$ cat src/rtl/mem_pkg.sv
// Shared types and constants for the memory access sequencer.
// Holds the FSM state encoding and the grant-owner constants.
package mem_pkg;

    typedef enum logic [1:0] {
        ST_IDLE   = 2'd0,
        ST_ADDR   = 2'd1,
        ST_ACCESS = 2'd2,
        ST_DONE   = 2'd3
    } state_e;

    localparam logic GRANT_FETCH = 1'b0;
    localparam logic GRANT_DATA  = 1'b1;

endpackage : mem_pkg

$ cat src/rtl/mem_access_sequencer_if.sv
// Memory-side bus of the sequencer: latched address/data, strobes and completion.
// master = sequencer, slave = memory.
interface mem_access_sequencer_if #(
    parameter int ADDR_W = 9,
    parameter int DATA_W = 32
) ();

    logic [ADDR_W-1:0] mem_addr;
    logic              mem_read;
    logic              mem_write;
    logic [DATA_W-1:0] mem_wdata;
    logic [DATA_W-1:0] mem_rdata;
    logic              mem_ready;
    logic              MARin;
    logic              MDRin;

    modport master (
        output mem_addr, mem_read, mem_write, mem_wdata, MARin, MDRin,
        input  mem_rdata, mem_ready
    );

    modport slave (
        input  mem_addr, mem_read, mem_write, mem_wdata, MARin, MDRin,
        output mem_rdata, mem_ready
    );

endinterface : mem_access_sequencer_if

$ cat src/rtl/mem_access_sequencer_rr_arbiter2.sv
// Two-way round-robin arbiter: req[0] = fetch, req[1] = data.
// A tie goes to the port opposite the last grant; last grant updates only when advance is high.
module rr_arbiter2
    import mem_pkg::*;
(
    input  logic       clock,
    input  logic       clear_n,
    input  logic [1:0] req,
    input  logic       advance,
    output logic       gnt_valid,
    output logic       gnt_idx
);

    logic last_grant_r;

    // Combinational grant selection from the pending requests and the last owner
    always_comb begin
        gnt_valid = |req;
        case (req)
            2'b01:   gnt_idx = GRANT_FETCH;
            2'b10:   gnt_idx = GRANT_DATA;
            2'b11:   gnt_idx = ~last_grant_r;
            default: gnt_idx = GRANT_FETCH;
        endcase
    end

    // Last-grant register; resets to data so the first tie is won by fetch
    always_ff @(posedge clock or negedge clear_n) begin
        if (!clear_n) begin
            last_grant_r <= GRANT_DATA;
        end else if (advance && gnt_valid) begin
            last_grant_r <= gnt_idx;
        end else begin
            last_grant_r <= last_grant_r;
        end
    end

endmodule : rr_arbiter2

$ cat src/rtl/mem_access_sequencer.sv
// Sequences fetch and data port requests onto a single memory through IDLE/ADDR/ACCESS/DONE,
// with round-robin arbitration, a bounded wait for mem_ready and fully registered outputs.
module mem_access_sequencer
    import mem_pkg::*;
#(
    parameter int ADDR_W  = 9,
    parameter int DATA_W  = 32,
    parameter int TIMEOUT = 15
) (
    input  logic                    clock,
    input  logic                    clear_n,
    input  logic                    if_req,
    input  logic [ADDR_W-1:0]       if_addr,
    output logic                    if_done,
    input  logic                    dt_req,
    input  logic                    dt_we,
    input  logic [ADDR_W-1:0]       dt_addr,
    input  logic [DATA_W-1:0]       dt_wdata,
    output logic                    dt_done,
    output logic [DATA_W-1:0]       rdata,
    output logic                    err,
    output logic                    busy,
    output logic                    grant,
    mem_access_sequencer_if.master  mem
);

    localparam int                CNT_W    = $clog2(TIMEOUT + 1);
    localparam logic [CNT_W-1:0]  CNT_ZERO = CNT_W'(0);
    localparam logic [CNT_W-1:0]  CNT_ONE  = CNT_W'(1);
    localparam logic [CNT_W-1:0]  CNT_LAST = CNT_W'(TIMEOUT - 1);

    state_e           state_r;
    logic             we_r;
    logic [CNT_W-1:0] cnt_r;
    logic             arb_valid_s;
    logic             arb_idx_s;
    logic             arb_adv_s;

    assign arb_adv_s = (state_r == ST_IDLE);

    rr_arbiter2 u_arb (
        .clock     (clock),
        .clear_n   (clear_n),
        .req       ({dt_req, if_req}),
        .advance   (arb_adv_s),
        .gnt_valid (arb_valid_s),
        .gnt_idx   (arb_idx_s)
    );

    // Sequencer FSM; every output is a register updated alongside the state
    always_ff @(posedge clock or negedge clear_n) begin
        if (!clear_n) begin
            state_r       <= ST_IDLE;
            we_r          <= 1'b0;
            cnt_r         <= CNT_ZERO;
            if_done       <= 1'b0;
            dt_done       <= 1'b0;
            rdata         <= {DATA_W{1'b0}};
            err           <= 1'b0;
            busy          <= 1'b0;
            grant         <= GRANT_FETCH;
            mem.mem_addr  <= {ADDR_W{1'b0}};
            mem.mem_read  <= 1'b0;
            mem.mem_write <= 1'b0;
            mem.mem_wdata <= {DATA_W{1'b0}};
            mem.MARin     <= 1'b0;
            mem.MDRin     <= 1'b0;
        end else begin
            case (state_r)
                ST_IDLE: begin
                    if (arb_valid_s) begin
                        state_r   <= ST_ADDR;
                        busy      <= 1'b1;
                        grant     <= arb_idx_s;
                        mem.MARin <= 1'b1;
                        if (arb_idx_s == GRANT_DATA) begin
                            mem.mem_addr  <= dt_addr;
                            mem.mem_wdata <= dt_wdata;
                            we_r          <= dt_we;
                        end else begin
                            // Fetch is read-only; the write data register keeps its old value
                            mem.mem_addr  <= if_addr;
                            we_r          <= 1'b0;
                        end
                    end else begin
                        state_r <= ST_IDLE;
                    end
                end
                ST_ADDR: begin
                    state_r       <= ST_ACCESS;
                    mem.MARin     <= 1'b0;
                    mem.mem_read  <= ~we_r;
                    mem.mem_write <= we_r;
                    cnt_r         <= CNT_ZERO;
                end
                ST_ACCESS: begin
                    if (mem.mem_ready) begin
                        state_r       <= ST_DONE;
                        mem.mem_read  <= 1'b0;
                        mem.mem_write <= 1'b0;
                        err           <= 1'b0;
                        if_done       <= (grant == GRANT_FETCH);
                        dt_done       <= (grant == GRANT_DATA);
                        if (!we_r) begin
                            rdata     <= mem.mem_rdata;
                            mem.MDRin <= 1'b1;
                        end else begin
                            mem.MDRin <= 1'b0;
                        end
                    end else if (cnt_r == CNT_LAST) begin
                        // Timed out: finish with err and leave rdata untouched
                        state_r       <= ST_DONE;
                        mem.mem_read  <= 1'b0;
                        mem.mem_write <= 1'b0;
                        err           <= 1'b1;
                        if_done       <= (grant == GRANT_FETCH);
                        dt_done       <= (grant == GRANT_DATA);
                    end else begin
                        cnt_r <= cnt_r + CNT_ONE;
                    end
                end
                ST_DONE: begin
                    state_r   <= ST_IDLE;
                    if_done   <= 1'b0;
                    dt_done   <= 1'b0;
                    err       <= 1'b0;
                    busy      <= 1'b0;
                    mem.MDRin <= 1'b0;
                end
                default: begin
                    state_r       <= ST_IDLE;
                    if_done       <= 1'b0;
                    dt_done       <= 1'b0;
                    err           <= 1'b0;
                    busy          <= 1'b0;
                    mem.mem_read  <= 1'b0;
                    mem.mem_write <= 1'b0;
                    mem.MARin     <= 1'b0;
                    mem.MDRin     <= 1'b0;
                end
            endcase
        end
    end

endmodule : mem_access_sequencer

$ cat src/flat_wrapper.sv
// flat-port wrapper written by rule: the top's interface ports become plain ports
module mem_access_sequencer_flat import mem_pkg::*;
#(
    parameter int ADDR_W  = 9,
    parameter int DATA_W  = 32,
    parameter int TIMEOUT = 15
)
  (clock, clear_n, if_req, if_addr, if_done, dt_req, dt_we, dt_addr, dt_wdata, dt_done, rdata, err, busy, grant, mem_mem_addr, mem_mem_read, mem_mem_write, mem_mem_wdata, mem_MARin, mem_MDRin, mem_mem_rdata, mem_mem_ready);
  mem_access_sequencer_if #(.ADDR_W(ADDR_W), .DATA_W(DATA_W)) mem_i ();
  input  logic clock;
  input  logic clear_n;
  input  logic if_req;
  input  logic [ADDR_W-1:0] if_addr;
  output logic if_done;
  input  logic dt_req;
  input  logic dt_we;
  input  logic [ADDR_W-1:0] dt_addr;
  input  logic [DATA_W-1:0] dt_wdata;
  output logic dt_done;
  output logic [DATA_W-1:0] rdata;
  output logic err;
  output logic busy;
  output logic grant;
  output wire logic [$bits(mem_i.mem_addr)-1:0] mem_mem_addr;
  output wire logic [$bits(mem_i.mem_read)-1:0] mem_mem_read;
  output wire logic [$bits(mem_i.mem_write)-1:0] mem_mem_write;
  output wire logic [$bits(mem_i.mem_wdata)-1:0] mem_mem_wdata;
  output wire logic [$bits(mem_i.MARin)-1:0] mem_MARin;
  output wire logic [$bits(mem_i.MDRin)-1:0] mem_MDRin;
  input wire logic [$bits(mem_i.mem_rdata)-1:0] mem_mem_rdata;
  input wire logic [$bits(mem_i.mem_ready)-1:0] mem_mem_ready;
  assign mem_mem_addr = mem_i.mem_addr;
  assign mem_mem_read = mem_i.mem_read;
  assign mem_mem_write = mem_i.mem_write;
  assign mem_mem_wdata = mem_i.mem_wdata;
  assign mem_MARin = mem_i.MARin;
  assign mem_MDRin = mem_i.MDRin;
  assign mem_i.mem_rdata = mem_mem_rdata;
  assign mem_i.mem_ready = mem_mem_ready;
  mem_access_sequencer #(.ADDR_W(ADDR_W), .DATA_W(DATA_W), .TIMEOUT(TIMEOUT)) u_core (.clock(clock), .clear_n(clear_n), .if_req(if_req), .if_addr(if_addr), .if_done(if_done), .dt_req(dt_req), .dt_we(dt_we), .dt_addr(dt_addr), .dt_wdata(dt_wdata), .dt_done(dt_done), .rdata(rdata), .err(err), .busy(busy), .grant(grant), .mem(mem_i));
endmodule
$ cat config.mk
export PLATFORM = sky130hd
export DESIGN_NAME = mem_access_sequencer_flat
export DESIGN_NICKNAME = d
export VERILOG_FILES = /design/src/rtl/mem_pkg.sv /design/src/rtl/mem_access_sequencer_if.sv /design/src/rtl/mem_access_sequencer_rr_arbiter2.sv /design/src/rtl/mem_access_sequencer.sv /design/src/flat_wrapper.sv
export SDC_FILE = /design/constraint.sdc
export NUM_CORES = 1
export LEC_CHECK = 0
export ABC_AREA = 0
export CORE_UTILIZATION = 45
export DETAILED_ROUTE_END_ITERATION = 8
export PLACE_DENSITY = 0.86
export SYNTH_ARGS = -nofsm -noshare
export SYNTH_HDL_FRONTEND = slang
export SYNTH_SLANG_ARGS = --single-unit
$ cat constraint.sdc
create_clock -name clock -period 2.5 [get_ports clock]
set_input_delay 0.25 -clock clock [delete_from_list [all_inputs] [get_ports clock]]
set_output_delay 0.25 -clock clock [all_outputs]
set_load 0.05 [all_outputs]
==> results of run 1 <==
-- final cells by class --
type,instances,area (sq um)
flip-flops and latches,90,2253
clock inverters,7,58.81
well taps,105,131.4
multi-input cells,152,1411
inverters,13,48.80
repair buffers,176,1769
fillers,585,2379
clock buffers,9,123.9
-- per-layer routing --
metal	wire, um	part of all wire [%]	up-vias	track usage (%)
met1	3593	42	1292	26.25
met2	4129	48	127	32.30
li1	-	-	1284	-
met5	0	0	-	0
met3	719	8.3	15	5.502
met4	193	2.2	0	10.26
-- power by group --
part | internal [mW] | switching (mW)
Combinational | 2.13 | 3.34
Sequential | 2.17 | 0.420
Clock | 0.379 | 0.540
Total | 4.68 | 4.30
-- cells in the final DEF (no fill, tap or decap), drive strengths merged, types with 6 or more instances in the layout --
| cell type | n |
|---|---|
| inv | 17 |
| buf | 7 |
| mux2 | 64 |
| dfrtp | 89 |
| clkbuf | 9 |
| o21ai | 20 |
| ha | 6 |
| clkdlybuf4s50 | 168 |
| mux2i | 10 |
| nand2 | 21 |
-- final timing paths --
| check | start | end | slack (ns) |
|---|---|---|---|
| worst max-delay path | u_core.grant$_DFFE_PN0P_ | grant | 0.64 |
| worst min-delay path | clear_n | u_core.rdata[14]$_DFFE_PN0P_ | 0.45 |
| worst max register to register | u_core.state_r[0]$_DFFE_PN0P_ | u_core.mem.mem_wdata[17]$_DFFE_PN0P_ | 0.73 |
| worst min register to register | u_core.mem.mem_addr[4]$_DFFE_PN0P_ | u_core.mem.mem_addr[4]$_DFFE_PN0P_ | 0.49 |
| max in group asynchronous | clear_n | u_core.cnt_r[0]$_DFFE_PN0P_ | 1.38 |
| min in group clock | u_core.mem.mem_addr[4]$_DFFE_PN0P_ | u_core.mem.mem_addr[4]$_DFFE_PN0P_ | 0.49 |
-- registers in the layout, indices dropped and copies added, names as in the netlist --
register	flops
u_core.mem.mem_write	1
u_core.cnt_r	4
u_core.if_done	1
u_core.mem.MARin	1
u_core.mem.mem_read	1
u_core.u_arb.last_grant_r	1
u_core.mem.MDRin	1
u_core.dt_done	1
u_core.rdata	32
u_core.state_r	2
u_core.mem.mem_addr	9
u_core.mem.mem_wdata	32
u_core.grant	1
u_core.we_r	1
u_core.busy	1
u_core.err	1
-- worst reg2reg max path, delay by kind of cell (launching register included) --
kind                     cells  cell delay (ns)
multiplexers                 1             0.34
buffers and inverters        2             0.34
flip-flops                   1             0.40
adder cells (fa/ha/maj)      1             0.29
AND/OR/NAND/NOR              1             0.30
-- kinds of logic (layout without fill, tap and decap cells) --
kind of cell	Yosys count	in the layout	share of synthesized area [%]
simple gates	35	35	4.397
fa+ha+maj	6	6	1.983
mux	74	74	24.46
flops	90	90	59.54
compound gates	37	37	6.447
buf+inv	24	205	3.173
-- timing repair --
item                                   4_1_cts  5_1_grt
hold buffers                                 1        0
buffers inserted                             0        0
endpoints found under the hold margin       45        0
-- Yosys cell counts (2+ instances only) --
| cell | n | area share [%] |
|---|---|---|
| a21oi_1 | 2 | 0.26 |
| nand2_1 | 20 | 2.0 |
| buf_2 | 3 | 0.40 |
| mux2i_1 | 10 | 2.6 |
| buf_6 | 3 | 0.89 |
| clkbuf_1 | 4 | 0.40 |
| ha_1 | 6 | 2.0 |
| dfrtp_1 | 89 | 59 |
| nor2_1 | 2 | 0.20 |
| o21ai_0 | 20 | 2.6 |
| mux2_2 | 36 | 11 |
| nand3_1 | 5 | 0.66 |
| o311ai_0 | 2 | 0.46 |
| a22o_1 | 2 | 0.46 |
| nand4b_1 | 2 | 0.46 |
| inv_1 | 13 | 1.3 |
| a32o_1 | 2 | 0.53 |
| mux2_4 | 28 | 11 |
==> results by group, run 1 <==
Cells and area
  • Area grow syn2layout: 53.16%
  • Ant diodes: 0
  • Post-layout nets: between 500 and 600
  • Post-layout util: 70.91%
  • Layout cells sized above 1: between 20% and 30%
  • Fin area: 5797 sq um
  • Fin cells: 552

Routing
  • Routed Antenna Nets: 0
  • DRT Wirelength: 8636 um
  • Avg WL per Cell: 15.64 um
  • Drt initial violations: 83
  • DRC errors left: 0
  • Routed vias/inst: 4.924
  • 1st-pass router iterations: 4
  • DR vias: 2718

Logic synthesis
  • Yosys reg bits: 90
  • Post-Syn Area: 3785 sq um
  • Post-synth EDFFs: 0
  • Netlist cell types: 35
  • Syn nets: between 300 and 400
  • Sequential area share after synthesis: between 50% and 60%
  • Post-synth ARST share: 100.0%
  • Cells after synthesis: between 200 and 300
  • Syn Area/Cell: 14.23 sq um
  • Synth Flop Type: dfrtp_1
  • YS warnings: 0

Timing
  • Pins Over Slew Limit: 0
  • F_max: 0.5383 GHz
  • Worst-margin pin slew: 0.6119 ns
  • Final hold slack: approximately 0.45 ns
  • Setup TNS: 0 ns
  • Setup Skew: around 0.014 ns
  • Rel. slew slack: approximately three fifths
  • Setup ws final: 0.6422 ns
  • Final hold violation count: 0
  • Final critical-path required period: around 1.9 ns
  • RSZ-0062 raised after global routing: false
  • Final Setup Violations: 0
  • Tcrit/Tclk final: 74.31%

Setup path
  • Crit Path Max Fanout: 4
  • Crit path largest cell delay: 0.83 ns
  • CP arrival: 1.61 ns
  • WP buf/inv: 1
  • Cell Chain, Critical Path: clkdlybuf4s50_1
  • Critical path capture point type: output port
  • Crit path max-delay family: buffers and inverters
  • Critical path depth in cells: 1
  • Setup CP Type: flip-flop to output port
  • Worst EP required: 2.25 ns
  • Critical Path Start Type: flip-flop
  • CP max stage cell: clkdlybuf4s50_1
  • Cell count of the worst reg-to-reg path: 5

Clock network
  • Worst skew pair latency: 0.36 ns
  • Clock slew at reported path FFs: about 0.1 ns
  • CTS HTree Levels: 3
  • CTS max path bufs: 2
  • Clock sink count: 90
  • Post-cts resize count: 0
  • TritonCTS clock tree: done
  • TritonCTS Buffers: 9
  • Root Buffer: clkbuf_8

Outcome
  • Status: finished clean

GRT
  • Largest net degree at the start of global routing: 48
  • Gr usage total: 20.57%
  • Vias in the first global route: 2821
  • Antenna violations before repair: 0
  • First-pass GRT wire length: 13700 um
  • Grt ovf: 0

Placement
  • Placer Congestion: between 0.7 and 0.8
  • HPWL after detailed placement: 6526 um
  • Cell count after placement: 535
  • Placed Area: 5604 sq um
  • Port buffer count: 169
  • Place WS: 0.5248 ns

Power and ir drop
  • Total Power: roughly 9 mW
  • Cell area power density: 1549 nW/um^2
  • Worst IR Drop VDD: 0.0008663 V
  • Leakage: ~2.6 nW

Floorplan
  • Core area: 8175 sq um
  • Die area: slightly below 9000 sq um
  • Site row count: 33
  • Die Y-Extent: 93.71 um
  • Die span in x: 93.71 um
  • Initial Util: 46.30%
  • IO Pins: 170

Worst hold path
  • Hold Path Class: input port to async pin

Job
  • Maxcap violations: 0
(Power assumes the default switching activity.)
==> inputs of run 2 (changes only) <==
CORE_UTILIZATION = 42   (was 45)
PLACE_DENSITY = 0.81   (was 0.86)
clock period = 1.8 ns   (was 2.5 ns; I/O delays follow)
==> run 2 against run 1 <==
  * Global-route usage is 1.8 points lower
  * Power is 39% higher
  * Non-clock buffer count is 4 higher
  * Die area is 7.0% higher
  * First-iteration DRC count is 49% lower
  * Count of clock-buffer cells in the layout is 2 higher
  * Highest routed layer unchanged
  * Sequential share of layout area is 0.34 points lower
  * Register-to-register slack worse by 0.58 ns
  * Combinational power is 40% higher
  * Largest cell class unchanged
==> results by group, run 2 (same netlist as run 1, synthesis figures left out) <==
Outcome
  • Status: finished clean

Placement
  • Place WS: 0.1632 ns
  • HPWL after detailed placement: 6199 um
  • Port buffer count: 169
  • Placer Congestion: 0.7925

Timing
  • Worst-margin pin slew: 0.5332 ns
  • Final critical-path required period: roughly 1.7 ns
  • RSZ-0062 raised after global routing: false
  • Pins Over Slew Limit: 0
  • Setup ws final: 0.05756 ns
  • Tcrit/Tclk final: 96.80%
  • Setup Skew: 0.01006 ns
  • Setup TNS: 0 ns
  • Rel. slew slack: 64.34%
  • Final Setup Violations: 0
  • Final hold violation count: 0
  • F_max: 0.5739 GHz

Power and ir drop
  • Worst IR Drop VDD: 0.001108 V
  • Leakage: 2.601 nW
  • Cell area power density: around 2100 nW/um^2
  • Total Power: 12.50 mW
  • Switch Pwr: around 5.9 mW
  • Sw frac: a little under half
  • Clk network pwr share: 10.1%
  • Internal: 6.598 mW
  • Sequential share of power: 28.8%
  • Combinational fraction of design power: 61.1%

GRT
  • Gr usage total: 18.78%
  • Vias in the first global route: 2962
  • Antenna violations before repair: 0
  • Grt ovf: 0
  • First-pass GRT wire length: 14290 um
  • Largest net degree at the start of global routing: 91

Routing
  • Routed vias/inst: 4.937
  • Avg WL per Cell: between 10 and 15 um
  • 1st-pass router iterations: 4
  • Routed Antenna Nets: 0
  • Drt initial violations: 42
  • DR vias: 2760
  • DRT Wirelength: 8306 um
  • DRC errors left: 0

Cells and area
  • Largest registers: u_core.mem.mem_wdata (32), u_core.rdata (32), u_core.mem.mem_addr (9)
  • Layout cells sized above 1: 21.51%
  • Commonest non-fill, non-tap cell in the layout: clkdlybuf4s50_1
  • Commonest cells after routing, fill and taps aside: clkdlybuf4s50_1 (165), dfrtp_1 (89), mux2_2 (36)
  • Post-layout nets: between 500 and 600
  • Ant diodes: 0
  • Area grow syn2layout: 54.51%

Setup path
  • Setup CP Type: flip-flop to output port
  • Crit path max-delay family: buffers and inverters
  • Crit path largest cell delay: between 0.8 and 0.9 ns
  • Cell Chain, Critical Path: clkdlybuf4s50_1
  • Critical Path Start Type: flip-flop
  • CP max stage cell: clkdlybuf4s50_1
  • Critical path capture point type: output port
  • CP arrival: 1.56 ns
  • Worst EP required: 1.62 ns
  • FF-to-FF setup slack: ~0.15 ns
  • Crit Path Max Fanout: 3
  • WP buf/inv: 1

Worst hold path
  • Hold Path Class: input port to async pin

Floorplan
  • IO Pins: 170
  • Core area: a little under 9000 sq um
  • Die Y-Extent: 96.93 um
  • Die span in x: 96.93 um
  • Die area: 9395 sq um
  • Initial Util: 43.40%
  • Site row count: 34

Clock network
  • TritonCTS clock tree: done
  • CTS max path bufs: 2
  • CTS HTree Levels: 3
  • TritonCTS Buffers: 9
  • Worst skew pair latency: 0.34 ns
  • Root Buffer: clkbuf_8
  • Clock slew at reported path FFs: 0.08 ns
  • Clock sink count: 90

Job
  • Maxcap violations: 0
[run 2: changes by cell type in the layout (fill, tap and decap cells not counted), sizes merged]
cell,change
inv,-4
dlymetal6s2s,+1
clkinv,-1
buf,+6
clkdlybuf4s50,-3
clkinvlp,+3
clkbuf,+2
[run 2: routing by layer]
| layer | up-vias | share of wire, % | track usage [%] |
|---|---|---|---|
| met3 | 10 | 7.6 | 5.058 |
| met2 | 126 | 46 | 29.90 |
| met4 | 0 | 1.6 | 6.429 |
| met5 | - | 0 | 0 |
| li1 | 1296 | - | - |
| met1 | 1328 | 45 | 24.83 |
[run 2: power groups by stage]
stage | Clock [mW] | Sequential (mW) | Combinational, mW
4_1_cts | 1.31 | 3.60 | 7.70
2_1_floorplan | 0 | 6.75 | 1.95
3_3_place_gp | 0 | 3.59 | 7.55
3_5_place_dp | 0 | 3.61 | 7.70
6_report | 1.26 | 3.60 | 7.64
5_1_grt | 1.40 | 3.74 | 8.01
[run 2: final cells by class]
cell class              count  area [sq um]
fillers                   659          2873
flip-flops and latches     90          2253
repair buffers            180          1809
multi-input cells         152          1411
clock buffers              11         151.4
well taps                 108         135.1
inverters                  13         48.80
clock inverters             5         38.79
[run 2: path summary, 6_finish.rpt]
path,endpoint,startpoint,cells past startpoint
worst max-delay path,mem_MARin,u_core.mem.MARin$_DFFE_PN0P_,1
max in group asynchronous,u_core.rdata[22]$_DFFE_PN0P_,clear_n,3
worst min-delay path,u_core.rdata[10]$_DFFE_PN0P_,clear_n,3
min in group clock,u_core.mem.mem_wdata[10]$_DFFE_PN0P_,dt_wdata[10],2
worst min register to register,u_core.u_arb.last_grant_r$_DFFE_PN1P_,u_core.u_arb.last_grant_r$_DFFE_PN1P_,2
worst max register to register,u_core.rdata[22]$_DFFE_PN0P_,u_core.state_r[0]$_DFFE_PN0P_,5
[run 2: worst reg2reg max path, stage by stage, from the launching register on]
cell,delay (ns)
dfrtp_1,0.41
inv_1,0.09
ha_1,0.30
nand3_1,0.15
buf_12,0.21
mux2_2,0.37
[run 2: through the flow]
step / instance area [sq um] / std cells / hold slack (ns) / utilization [%]
2_1_floorplan: 3785 / 266 / -0.1156 / -
3_3_place_gp: 5645 / 542 / 0.2565 / 64.73
3_5_place_dp: 5645 / 542 / 0.2661 / 64.73
4_1_cts: 5846 / 559 / 0.4277 / 67.03
5_1_grt: 5848 / 559 / 0.4413 / 67.06
6_report: 5848 / 559 / 0.3870 / 67.06
[run 2: repair_timing]
item                       in CTS  in global routing
hold endpoints to repair       89                  0
resized for setup               0                  1
buffers inserted                0                  0
hold buffers                    1                  0
setup endpoints to repair       0                  1
==> inputs of run 3 (changes only) <==
CORE_UTILIZATION = 38   (was 42)
PLACE_DENSITY = 0.77   (was 0.81)
clock period = 1.6 ns   (was 1.8 ns; I/O delays follow)
==> run 3 against run 2 <==
  * Flip-flop and latch count did not move
  * Register-to-register slack got worse by 0.05 ns
  * Hold slack got worse by 0.059 ns
  * Critical path depth is 4 higher
  * Count of clock-buffer cells in the layout down 1
  * Clock skew grew 0.00068 ns
  * First-iteration DRC count decreased by 24%
  * Utilization fell by 7.3 points
  * Critical path type is now flip-flop to flip-flop
  * Final area decreased by 0.60%
  * Worst setup slack gained 0.042 ns
==> results by group, run 3 (same netlist as run 1, synthesis figures left out) <==
Outcome
  • Status: finished clean

Setup path
  • CP endpoint: u_core.rdata[3]$_DFFE_PN0P_
  • Critical path capture point type: flip-flop
  • R2R Path End: u_core.rdata[3]$_DFFE_PN0P_
  • CP arrival: 1.73 ns
  • Worst EP required: 1.83 ns
  • Crit Path Max Fanout: 16
  • FF-to-FF setup slack: just under 0.1 ns
  • Critical Path Start Type: flip-flop
  • Cell count of the worst reg-to-reg path: 5
  • Setup CP Type: flip-flop to flip-flop
  • CP startpoint: u_core.state_r[0]$_DFFE_PN0P_
  • Worst reg2reg startpoint: u_core.state_r[0]$_DFFE_PN0P_

GRT
  • Largest net degree at the start of global routing: 34
  • Antenna violations before repair: 0
  • Gr usage total: roughly 17%
  • Grt ovf: 0
  • Vias in the first global route: around 2900
  • First-pass GRT wire length: 13620 um

Placement
  • Cell count after placement: ~580
  • Placed Area: 5584 sq um
  • Port buffer count: 169
  • Place WS: ~0.022 ns
  • Placer Congestion: 0.7800
  • HPWL after detailed placement: 6594 um

Routing
  • Routed vias/inst: approximately 4.7
  • DR vias: 2779
  • Routed Antenna Nets: 0
  • DRC errors left: 0
  • Avg WL per Cell: 14.98 um
  • 1st-pass router iterations: 4
  • Drt initial violations: 32
  • DRT Wirelength: 8931 um

Cells and area
  • Fin area: 5813 sq um
  • Post-layout util: 59.75%
  • Layout cells sized above 1: between 40 and 50%
  • Ant diodes: 0
  • Commonest cells after routing, fill and taps aside: buf_4 (99), dfrtp_1 (89), clkdlybuf4s50_1 (86)
  • Post-layout nets: roughly 550
  • Fill cells: 819
  • Fin cells: 596
  • Largest registers: u_core.mem.mem_wdata (32), u_core.rdata (32), u_core.mem.mem_addr (9)
  • Commonest non-fill, non-tap cell in the layout: buf_4
  • Area grow syn2layout: 53.59%

Clock network
  • Root Buffer: clkbuf_8
  • Worst skew pair latency: roughly 0.34 ns
  • # Post-CTS Setup Buffers: 0
  • CTS max path bufs: 2
  • Clock slew at reported path FFs: 0.10 ns
  • TritonCTS Buffers: 9
  • Clock sink count: 90
  • TritonCTS clock tree: done
  • CTS HTree Levels: 3

Floorplan
  • IO Pins: 170
  • Initial Util: 38.90%
  • Die span in x: 101.8 um
  • Core area: 9729 sq um
  • Die Y-Extent: 101.8 um
  • Die area: about 10000 sq um
  • Site row count: 36

Timing
  • Final critical-path required period: 1.501 ns
  • Setup Skew: 0.01074 ns
  • Final Setup Violations: 0
  • Worst-margin pin slew: between 0.4 and 0.5 ns
  • RSZ-0062 raised after global routing: false
  • Final hold slack: 0.3283 ns
  • Pins Over Slew Limit: 0
  • Setup ws final: 0.09937 ns
  • F_max: 0.6664 GHz
  • Setup TNS: 0 ns
  • Tcrit/Tclk final: 93.79%
  • Rel. slew slack: about two thirds
  • Final hold violation count: 0

Power and ir drop
  • Total Power: 13.98 mW
  • Worst IR Drop VDD: around 0.0016 V
  • Leakage: ~2.8 nW
  • Cell area power density: 2404 nW/um^2

Job
  • Maxcap violations: 0

Worst hold path
  • Hold Path Class: input port to async pin
-- run 3: routing by layer --
metal	vias to the layer above	track usage [%]	wire, um
li1	1324	-	-
met5	-	0	0
met2	125	27.75	4266
met3	12	4.279	665
met4	0	5.463	118
met1	1318	22.04	3880
-- run 3: worst min-delay path by stage --
stage	slack [ns]	end	from
after floorplan	-0.14	u_core.busy$_DFFE_PN0P_	clear_n
after global placement	0.15	u_core.rdata[18]$_DFFE_PN0P_	clear_n
after detailed placement	0.16	u_core.rdata[18]$_DFFE_PN0P_	clear_n
after CTS	0.33	u_core.mem.mem_wdata[22]$_DFFE_PN0P_	clear_n
after global routing	0.35	u_core.mem.mem_wdata[29]$_DFFE_PN0P_	clear_n
final	0.33	u_core.mem.mem_wdata[20]$_DFFE_PN0P_	clear_n
-- run 3: critical path: stages (launching register included) --
cell       delay (ns)
dfrtp_1          0.39
inv_1            0.09
ha_2             0.27
nand3_4          0.14
clkbuf_16        0.21
mux2_2           0.27
-- run 3: report_power, final --
group	switching (mW)	leakage (nW)	total [mW]	internal (mW)
clock	0.835	0.0870	1.42	0.583
combinational	5.31	1.59	8.50	3.19
sequential	0.667	1.08	4.06	3.39
total	6.81	2.76	14.0	7.16
-- run 3: final cells by class --
| type | instances | area [sq um] | area share, % |
|---|---|---|---|
| Timing Repair Buffer | 192 | 1739 | 29.92 |
| Tap cell | 133 | 166.4 | 2.863 |
| Sequential cell | 90 | 2253 | 38.76 |
| Inverter | 13 | 48.80 | 0.8394 |
| Clock buffer | 10 | 127.6 | 2.195 |
| Clock inverter | 6 | 51.30 | 0.8825 |
| Multi-Input combinational cell | 152 | 1426 | 24.54 |
-- run 3: what timing repair did --
item                                   CTS  global route
setup endpoints to repair                0            31
hold buffers                             1             0
gates resized for setup                  0             3
endpoints found under the hold margin   29             0
